==> config.mk <==
export PLATFORM = sky130hd
export DESIGN_NAME = mem_arbiter
export DESIGN_NICKNAME = d
export VERILOG_FILES = /design/src/rtl/mem_arb_pkg.sv /design/src/rtl/rr_pick.sv /design/src/rtl/mem_arbiter.sv
export SDC_FILE = /design/constraint.sdc
export NUM_CORES = 1
export LEC_CHECK = 0
export BUFFER_PORTS_ARGS = -buffer_cell sky130_fd_sc_hd__clkbuf_2
export CELL_PAD_IN_SITES_DETAIL_PLACEMENT = 0
export CELL_PAD_IN_SITES_GLOBAL_PLACEMENT = 2
export CORE_UTILIZATION = 20
export DETAILED_ROUTE_END_ITERATION = 8
export PLACE_DENSITY_LB_ADDON = 0.1
export SLEW_MARGIN = 5
export SYNTH_ARGS = -nofsm -noshare
export SYNTH_HDL_FRONTEND = slang
export SYNTH_HIERARCHICAL = 1
export SYNTH_SLANG_ARGS = --single-unit
==> constraint.sdc <==
create_clock -name clk -period 2.9 [get_ports clk]
set_input_delay 0.87 -clock clk [delete_from_list [all_inputs] [get_ports clk]]
set_output_delay 0.87 -clock clk [all_outputs]
set_load 0.01 [all_outputs]
==> src/rtl/mem_arb_pkg.sv <==
// Shared response codes and FSM state type for the memory-port arbiter.
package mem_arb_pkg;

    localparam logic [1:0] MEM_OKAY  = 2'b00;
    localparam logic [1:0] MEM_ERROR = 2'b01;
    localparam logic [1:0] MEM_WAIT  = 2'b10;

    typedef enum logic [1:0] {
        IDLE = 2'd0,
        BUSY = 2'd1,
        RESP = 2'd2
    } memArbState_t;

endpackage

==> src/rtl/rr_pick.sv <==
// Combinational round-robin picker: the first set request after last_grant_i wins,
// wrapping around to index 0.
module rr_pick #(
    parameter  int NumReq = 4,
    localparam int IdxW   = $clog2(NumReq)
) (
    input  logic [NumReq-1:0] req_i,
    input  logic [IdxW-1:0]   last_grant_i,
    output logic [NumReq-1:0] grant_o,
    output logic [IdxW-1:0]   grant_idx_o
);

    logic found;

    always_comb begin
        grant_o     = '0;
        grant_idx_o = '0;
        found       = 1'b0;
        // Requests above the last grant outrank the wrapped-around lower ones.
        for (int i = 0; i < NumReq; i++) begin
            if (!found && req_i[i] && (i > int'(last_grant_i))) begin
                found       = 1'b1;
                grant_o[i]  = 1'b1;
                grant_idx_o = IdxW'(i);
            end
        end
        for (int i = 0; i < NumReq; i++) begin
            if (!found && req_i[i]) begin
                found       = 1'b1;
                grant_o[i]  = 1'b1;
                grant_idx_o = IdxW'(i);
            end
        end
    end

endmodule

==> src/rtl/mem_arbiter.sv <==
// Round-robin arbiter sharing one memory-controller port between NumReq requesters;
// latches the winner's transfer, waits for a final response, returns it to the winner.
module mem_arbiter
    import mem_arb_pkg::*;
#(
    parameter int NumReq        = 4,
    parameter int DataWidth     = 32,
    parameter int AddrWidth     = 32,
    parameter int TimeoutCycles = 16
) (
    input  logic                          clk,
    input  logic                          reset,
    input  logic [NumReq-1:0]             reqValid,
    output logic [NumReq-1:0]             reqReady,
    input  logic [NumReq*AddrWidth-1:0]   reqAddr,
    input  logic [NumReq*DataWidth-1:0]   reqWData,
    input  logic [NumReq-1:0]             reqWrite,
    output logic [NumReq-1:0]             rspValid,
    output logic [1:0]                    rspResp,
    output logic [DataWidth-1:0]          rspData,
    output logic                          memReq,
    output logic [AddrWidth-1:0]          memAddr,
    output logic [DataWidth-1:0]          memWData,
    output logic                          memWrite,
    input  logic [1:0]                    memResp,
    input  logic [DataWidth-1:0]          memRData
);

    localparam int IdxW = $clog2(NumReq);
    localparam int CntW = $clog2(TimeoutCycles + 1);
    localparam logic [CntW-1:0] WaitLimit = CntW'(TimeoutCycles);

    memArbState_t          state_q, state_d;
    logic [IdxW-1:0]       last_grant_q, last_grant_d;
    logic [NumReq-1:0]     grant_q, grant_d;
    logic [AddrWidth-1:0]  addr_q, addr_d;
    logic [DataWidth-1:0]  wdata_q, wdata_d;
    logic                  write_q, write_d;
    logic [CntW-1:0]       wait_cnt_q, wait_cnt_d;
    logic [1:0]            resp_q, resp_d;
    logic [DataWidth-1:0]  rdata_q, rdata_d;
    logic                  mem_req_q, mem_req_d;
    logic [NumReq-1:0]     rsp_valid_q, rsp_valid_d;

    logic [NumReq-1:0]     pick_grant;
    logic [IdxW-1:0]       pick_idx;
    logic [AddrWidth-1:0]  sel_addr;
    logic [DataWidth-1:0]  sel_wdata;
    logic                  sel_write;

    rr_pick #(.NumReq(NumReq)) u_pick (
        .req_i        (reqValid),
        .last_grant_i (last_grant_q),
        .grant_o      (pick_grant),
        .grant_idx_o  (pick_idx)
    );

    always_comb begin
        sel_addr  = '0;
        sel_wdata = '0;
        sel_write = 1'b0;
        for (int i = 0; i < NumReq; i++) begin
            if (pick_grant[i]) begin
                sel_addr  = reqAddr[i*AddrWidth +: AddrWidth];
                sel_wdata = reqWData[i*DataWidth +: DataWidth];
                sel_write = reqWrite[i];
            end
        end
    end

    always_comb begin
        // NOTE: every signal gets a hold/default value up front so no path through
        // the case statement leaves one unassigned and infers a latch.
        state_d      = state_q;
        last_grant_d = last_grant_q;
        grant_d      = grant_q;
        addr_d       = addr_q;
        wdata_d      = wdata_q;
        write_d      = write_q;
        wait_cnt_d   = wait_cnt_q;
        resp_d       = resp_q;
        rdata_d      = rdata_q;
        mem_req_d    = mem_req_q;
        rsp_valid_d  = '0;
        reqReady     = '0;

        case (state_q)
            IDLE: begin
                if (|reqValid) begin
                    reqReady     = pick_grant;
                    grant_d      = pick_grant;
                    last_grant_d = pick_idx;
                    addr_d       = sel_addr;
                    wdata_d      = sel_wdata;
                    write_d      = sel_write;
                    wait_cnt_d   = '0;
                    mem_req_d    = 1'b1;
                    state_d      = BUSY;
                end
            end
            BUSY: begin
                if (memResp == MEM_WAIT && wait_cnt_q != WaitLimit) begin
                    wait_cnt_d = wait_cnt_q + 1'b1;
                end else begin
                    // Timeout and the reserved code both collapse to ERROR.
                    if (memResp == MEM_WAIT) begin
                        resp_d  = MEM_ERROR;
                        rdata_d = '0;
                    end else begin
                        resp_d  = (memResp == MEM_OKAY) ? MEM_OKAY : MEM_ERROR;
                        rdata_d = write_q ? '0 : memRData;
                    end
                    mem_req_d   = 1'b0;
                    rsp_valid_d = grant_q;
                    state_d     = RESP;
                end
            end
            RESP: state_d = IDLE;
            default: state_d = IDLE;
        endcase
    end

    // NOTE: sequential state uses non-blocking assignments so every flop samples
    // the pre-edge values, independent of statement order.
    always_ff @(posedge clk) begin
        if (reset) begin
            state_q      <= IDLE;
            last_grant_q <= IdxW'(NumReq - 1);
            grant_q      <= '0;
            addr_q       <= '0;
            wdata_q      <= '0;
            write_q      <= 1'b0;
            wait_cnt_q   <= '0;
            resp_q       <= '0;
            rdata_q      <= '0;
            mem_req_q    <= 1'b0;
            rsp_valid_q  <= '0;
        end else begin
            state_q      <= state_d;
            last_grant_q <= last_grant_d;
            grant_q      <= grant_d;
            addr_q       <= addr_d;
            wdata_q      <= wdata_d;
            write_q      <= write_d;
            wait_cnt_q   <= wait_cnt_d;
            resp_q       <= resp_d;
            rdata_q      <= rdata_d;
            mem_req_q    <= mem_req_d;
            rsp_valid_q  <= rsp_valid_d;
        end
    end

    assign rspValid = rsp_valid_q;
    assign rspResp  = resp_q;
    assign rspData  = rdata_q;
    assign memReq   = mem_req_q;
    assign memAddr  = addr_q;
    assign memWData = wdata_q;
    assign memWrite = write_q;

endmodule

==> flow_summary.toml, run 1 <==
[clock_network]
cts_buffer_depth = 2
htree_levels = 4
insertion_delay_ns = 0.42
numCtsBuffers = 17
root_buffer = "clkbuf_16"
cts_sinks = 116
path_clk_slew_ns = 0.06
cts_tree = "done"

[logic_synthesis]
netlist_area_mm2 = 0.006603
async_flop_share_pct = 0
seq_area_frac_synth_pct = 35.17
synth.ff_latch_count = 116
yosysTopAreaCell = "dfxtp_1"
synthTopCellsByCount = "a21oi_1, dfxtp_1, inv_1"
ys_types = 49
syn-num-nets = 1105
yosys_warnings = 6
synthCells = 803
synth-edff-count = 0
avgSynthCellArea_um2 = 8.222
synth.area.top_cells = "dfxtp_1, a21oi_1, a221o_1, a311oi_1, nand3b_1"
synth_largest_type_area_fraction_pct = 35.17
synth_top_flop_cell = "dfxtp_1"
yosysMostFrequentCell = "a21oi_1"

[sta]
slew_headroom_pct = 28.22
period_share_pct = 96.34
final_period_minus_worst_setup_slack_ns = 2.794
rsz0062_at_grt = "false"
hold_violations = 0
worst_hold_slack_ns = 0.4736
finalClockSkew_ns = 0.01090
clock.fmax_ghz = 0.3579
tightest_slew_ns = 1.074
setup_viol = 0
slew_viol_final = 0

[pwr]
peakVddDrop_v = 0.0003818
power.density_mw_per_mm2 = 594.3
p_leak_nw = 4.460
fin_total_pwr_mw = 5.809

[worst_setup_path]
cp_slowest_cell = "and2_4"
path_buf_inv = 4
path_class = "input pin to primary output"
worst_path_largest_cell_delay_ns = 0.19
cp-end-kind = "primary output"
path_common_cell = "clkbuf_2"
cp-startpoint = "reqValid[3]"
start_kind = "input pin"
r2r-start = "state_q[1]$_SDFFE_PP0P_"
arrival_ns = 1.92
path_cells = "clkbuf_2 -> buf_4 -> o21a_1 -> o22ai_1 -> and2_4 -> nand3_1 -> inv_1 -> clkbuf_2"
crit_family = "buffers and inverters"
required_ns = 2.03
crit_path_max_fanout = 11

[placed_design]
place_congestion = 0.7711
port_buffers = 406
dpl.hpwl_um = 23960

[floorplan]
ios = 408
dieHeight_um = 183.7
num_rows = 66
dieWidth_um = 183.7
dieArea_mm2 = 0.03374
core_mm2 = 0.03254
start_util_pct = 20.29

[drt]
dr.pass1.iters = 5
wirelength_um = 32480
met3WireLength_um = 2489
avgRoutedWirePerCell_um = 19.95
drt-met1-wl_um = 14170
ant_nets = 0
drtIter0Drc = 297
num_vias = 7719
drc = 0
topRoutingLayerUsed = "met5"
via_per_inst = 4.741
wl_met2_um = 15470

[run]
cap_violations = 0

[finish]
drive_gt1_share_pct = 41.66
multiInputGateArea_mm2 = 0.003533
nFillCells = 3704
area.sequential_mm2 = 0.002322
syn2layout_area_growth_pct = 48.04
fin_nets = 1471

[grt]
grt_pass1_vias = 7779
grt_max_degree = 68
antenna_found_initial = 7
grtUsageTotal_pct = 18.83
overflow = 0
grt_pass1_wl_um = 47680

[min_path]
hold_path.class = "flop to flop"
min-delay-start = "rspResp[0]$_SDFFE_PP0P_"

[status]
status = "completed"
## stage by stage
stage / instance area [um^2] / TNS, ns / std cells / utilization (%) / setup WS [ns]
2_1_floorplan: 6605 / 0 / 803 / - / 0.04292
3_3_place_gp: 9175 / -0.1564 / 1591 / 28.20 / -0.04214
3_5_place_dp: 9175 / -0.1643 / 1591 / 28.20 / -0.05092
4_1_cts: 9754 / 0 / 1622 / 29.98 / 0.05303
5_1_grt: 9767 / 0 / 1625 / 30.02 / 0.01471
6_report: 9774 / 0 / 1628 / 30.04 / 0.1062
## final timing paths
path	end	slack, ns	cells after the start
min	rspResp[0]$_SDFFE_PP0P_	0.47	2
min reg2reg	rspResp[0]$_SDFFE_PP0P_	0.47	2
max	reqReady[1]	0.11	8
max reg2reg	memAddr[9]$_SDFFE_PP0P_	0.64	4
## worst min-delay path: stages, from the launching register on
cell,delay (ns)
dfxtp_1,0.31
inv_1,0.05
a221oi_1,0.06
## power by group
part | internal, mW | switching (mW) | total (mW)
combinational | 0.796 | 0.988 | 1.78
sequential | 1.79 | 0.110 | 1.90
clock | 1.27 | 0.859 | 2.13
## layout by cell type, fill, tap and decap left out, drive strengths merged, types with 3 or more instances in the layout
cell / synthesis / routed
a21oi: 137 / 137
a221o: 65 / 65
a311oi: 65 / 65
a31oi: 3 / 3
a32o: 32 / 32
buf: 46 / 44
clkbuf: 56 / 422
clkinv: 1 / 6
dfxtp: 116 / 116
diode: 0 / 5
inv: 74 / 79
nand2: 67 / 67
nand3: 12 / 12
nand3b: 66 / 66
nor2: 9 / 9
nor3b: 4 / 4
o21ai: 10 / 10
o221ai: 4 / 4
or4: 3 / 3
## sequential cells by signal (all words and copies together), names as in the netlist
name and cells:
memReq 1, rspData 32, memWrite 1, grant_q 4
rspValid 4, last_grant_q 2, wait_cnt_q 5, rspResp 1
memAddr 32, memWData 32, state_q 2
## cells by family (layout without fill, tap and decap cells)
group / after synthesis / after routing / synth area share (%)
DFF: 116 / 116 / 35.17
AOI/OAI and AO/OA: 331 / 331 / 37.18
other: 1 / 6 / 0.05680
and+or+nand+nor: 176 / 176 / 15.29
adders and majority gates: 2 / 2 / 0.3789
buffers and inverters: 177 / 555 / 11.92
## cell type report
cell class                      instances  area share [%]
Clock inverter                         14           1.549
Tap cell                              442           5.658
Antenna cell                            5          0.1280
Inverter                               75           2.880
Timing Repair Buffer                  449           25.52
Multi-Input combinational cell        510           36.15
Sequential cell                       116           23.76
Clock buffer                           17           4.352
## metal layers
metal | vias up | GRT usage (%)
met5 | - | 0
met4 | 4 | 4.300
met3 | 23 | 6.458
met2 | 268 | 32.17
met1 | 3645 | 22.54
li1 | 3779 | -
## timing repair
item | 4_1_cts | 5_1_grt
hold buffers | 0 | 0
setup endpoints to repair | 4 | 1
resized for setup | 1 | 0
buffers inserted | 0 | 1
Note: power is estimated with default switching activity, not from simulation.
==> run 2: changes to the inputs <==
SYNTH_HIERARCHICAL = not set   (was 1)
==> run 2 against run 1 <==
Effect of this change:
- non-clock buffer count fell by 25
- clock power rose by 5%
- critical path type unchanged
- cell count down 14%
- critical path depth down 1
==> flow_summary.toml, run 2 <==
[min_path]
min_to = "rspValid[1]$_SDFF_PP0_"
whs_path_depth = 1
hold_path.class = "flop to flop"
min-delay-start = "grant_q[1]$_SDFFE_PP0P_"

[logic_synthesis]
synth_top_flop_cell = "dfxtp_1"
yosysMostFrequentCell = "dfxtp_1"
yosys_warnings = 0
synthCells = 640
synth.area.top_cells = "dfxtp_1, a222oi_1, o2bb2ai_1, a211oi_1, a21oi_1"
synth-edff-count = 0
seq_area_frac_synth_pct = 39.84
syn-num-nets = 942
avgSynthCellArea_um2 = 9.108
synthTopCellsByCount = "dfxtp_1, nor2_1, a21oi_1"
ys_types = 42
synth_largest_type_area_fraction_pct = 39.84
async_flop_share_pct = 0
synth.ff_latch_count = 116
netlist_area_mm2 = 0.005829
yosysTopAreaCell = "dfxtp_1"

[worst_setup_path]
r2r-start = "last_grant_q[1]$_SDFFE_PP1P_"
path_class = "input pin to primary output"
start_kind = "input pin"
cp-end-kind = "primary output"
crit_family = "simple AND/OR/NAND/NOR gates"
crit_path_max_fanout = 9
cp-startpoint = "reqValid[0]"
arrival_ns = 1.93
cp_slowest_cell = "or2_1"
path_buf_inv = 3
required_ns = 2.03
path_cells = "clkbuf_2 -> or2_1 -> a21o_1 -> a21oi_4 -> nand2_1 -> inv_1 -> clkbuf_2"
path_common_cell = "clkbuf_2"
rr_worst_depth = 5
worst_path_largest_cell_delay_ns = 0.26
r2r-end = "memWData[5]$_SDFFE_PP0P_"
reg2reg_slack_ns = 0.80

[sta]
finalClockSkew_ns = 0.01431
slew_viol_final = 0
slew_headroom_pct = 56.44
hold_violations = 0
clock.fmax_ghz = 0.3567
worst_hold_slack_ns = 0.4492
tightest_slew_ns = 0.6534
period_share_pct = 96.66
setup-tns-final_ns = 0
setup_viol = 0
rsz0062_at_grt = "false"
final_period_minus_worst_setup_slack_ns = 2.803

[grt]
grtUsageTotal_pct = 18.85
antenna_found_initial = 2
grt_max_degree = 131
grt_pass1_vias = 7120
grt_pass1_wl_um = 43380
overflow = 0

[placed_design]
place_congestion = 0.7527
dpl.hpwl_um = 19230
port_buffers = 406

[clock_network]
htree_levels = 4
hold_buffers = 0
root_buffer = "clkbuf_16"
post_cts_buffers = 0
insertion_delay_ns = 0.42
cts_tree = "done"
path_clk_slew_ns = 0.06
numCtsBuffers = 17
cts_buffer_depth = 2
cts_sinks = 116
cts_resized = 0

[finish]
mostFrequentLayoutCells = "clkbuf_2, dfxtp_1, a21oi_1, nor2_1"
drive_gt1_share_pct = 45.87
nFillCells = 3158
fin_nets = 1307
syn2layout_area_growth_pct = 50.98
final_common_cell = "clkbuf_2"

[status]
status = "completed"

[pwr]
p_clk_share_pct = 39.9
seqPwrFrac_pct = 34.1
swShare_pct = 34.05
power.density_mw_per_mm2 = 635.0
combPwrFrac_pct = 26.0
p_leak_nw = 3.882
power.switching_mw = 1.903
intPower_mw = 3.686
peakVddDrop_v = 0.0003607

[drt]
ant_nets = 0
num_vias = 7044
drc = 0
avgRoutedWirePerCell_um = 20.40
drtIter0Drc = 527
dr.pass1.iters = 9
wirelength_um = 28650
via_per_inst = 5.017

[floorplan]
dieArea_mm2 = 0.02983
num_rows = 62
ios = 408
start_util_pct = 20.31
dieHeight_um = 172.7
core_mm2 = 0.02870
dieWidth_um = 172.7

[run]
cap_violations = 0
==> run 2: cell families after synthesis <==
family	after synthesis	synth area share, %
AOI/OAI and AO/OA	327	44.30
DFF	116	39.84
and+or+nand+nor	106	7.770
buffers and inverters	85	7.148
xor gates and xnor gates	3	0.4508
adders and majority gates	2	0.4292
other	1	0.06433
==> run 2: worst max-delay path by stage <==
| stage | endpoint | slack, ns | depth (start not counted) |
|---|---|---|---|
| floorplan | reqReady[3] | 0.01 | 8 |
| global placement | reqReady[3] | 0.08 | 7 |
| detailed placement | reqReady[3] | 0.09 | 7 |
| CTS | reqReady[3] | 0.09 | 7 |
| global route | reqReady[3] | 0.02 | 7 |
| finish | reqReady[3] | 0.1 | 7 |
==> run 2: area by class of cell <==
cell class / instances / area (um^2) / area share [%]
multi-input cells: 439 / 3112 / 35.36
flip-flops and latches: 116 / 2322 / 26.39
well taps: 384 / 480.5 / 5.459
clock buffers: 17 / 425.4 / 4.834
repair buffers: 424 / 2245 / 25.50
inverters: 7 / 26.28 / 0.2985
clock inverters: 15 / 185.2 / 2.104
diodes: 2 / 5.005 / 0.05687
==> run 2: worst reg2reg max path: cells and delay by family (launching register included) <==
family | cells | cell delay (ns)
buffers and inverters | 1 | 0.29
AO/OA/AOI/OAI | 4 | 1.07
flip-flops | 1 | 0.60
==> run 2: power by group through the flow <==
stage / combinational (mW) / sequential, mW / clock (mW)
global route: 1.59 / 1.93 / 2.39
detailed placement: 1.47 / 1.94 / 0
CTS: 1.47 / 1.91 / 2.32
finish: 1.45 / 1.91 / 2.23
global placement: 1.48 / 1.95 / 0
floorplan: 0.771 / 1.97 / 0
==> run 2: routing by layer <==
layer  track usage, %  routed length, um  up-vias
met3            4.266               1784       31
met4            6.305                603        0
met5                0                  0        -
li1                 -                  -     3309
met1            22.88              11670     3393
met2            32.69              14580      311
==> run 2: metrics by stage <==
step | cell area (um^2) | cells | worst slack, ns | power (mW) | utilization, %
after global placement | 8185 | 1370 | 0.08180 | 3.424 | 28.52
after floorplan | 5832 | 640 | 0.01096 | 2.743 | -
after detailed placement | 8185 | 1370 | 0.09065 | 3.409 | 28.52
final | 8801 | 1404 | 0.09690 | 5.588 | 30.66
after global routing | 8801 | 1404 | 0.02382 | 5.911 | 30.66
after CTS | 8796 | 1402 | 0.08761 | 5.703 | 30.65
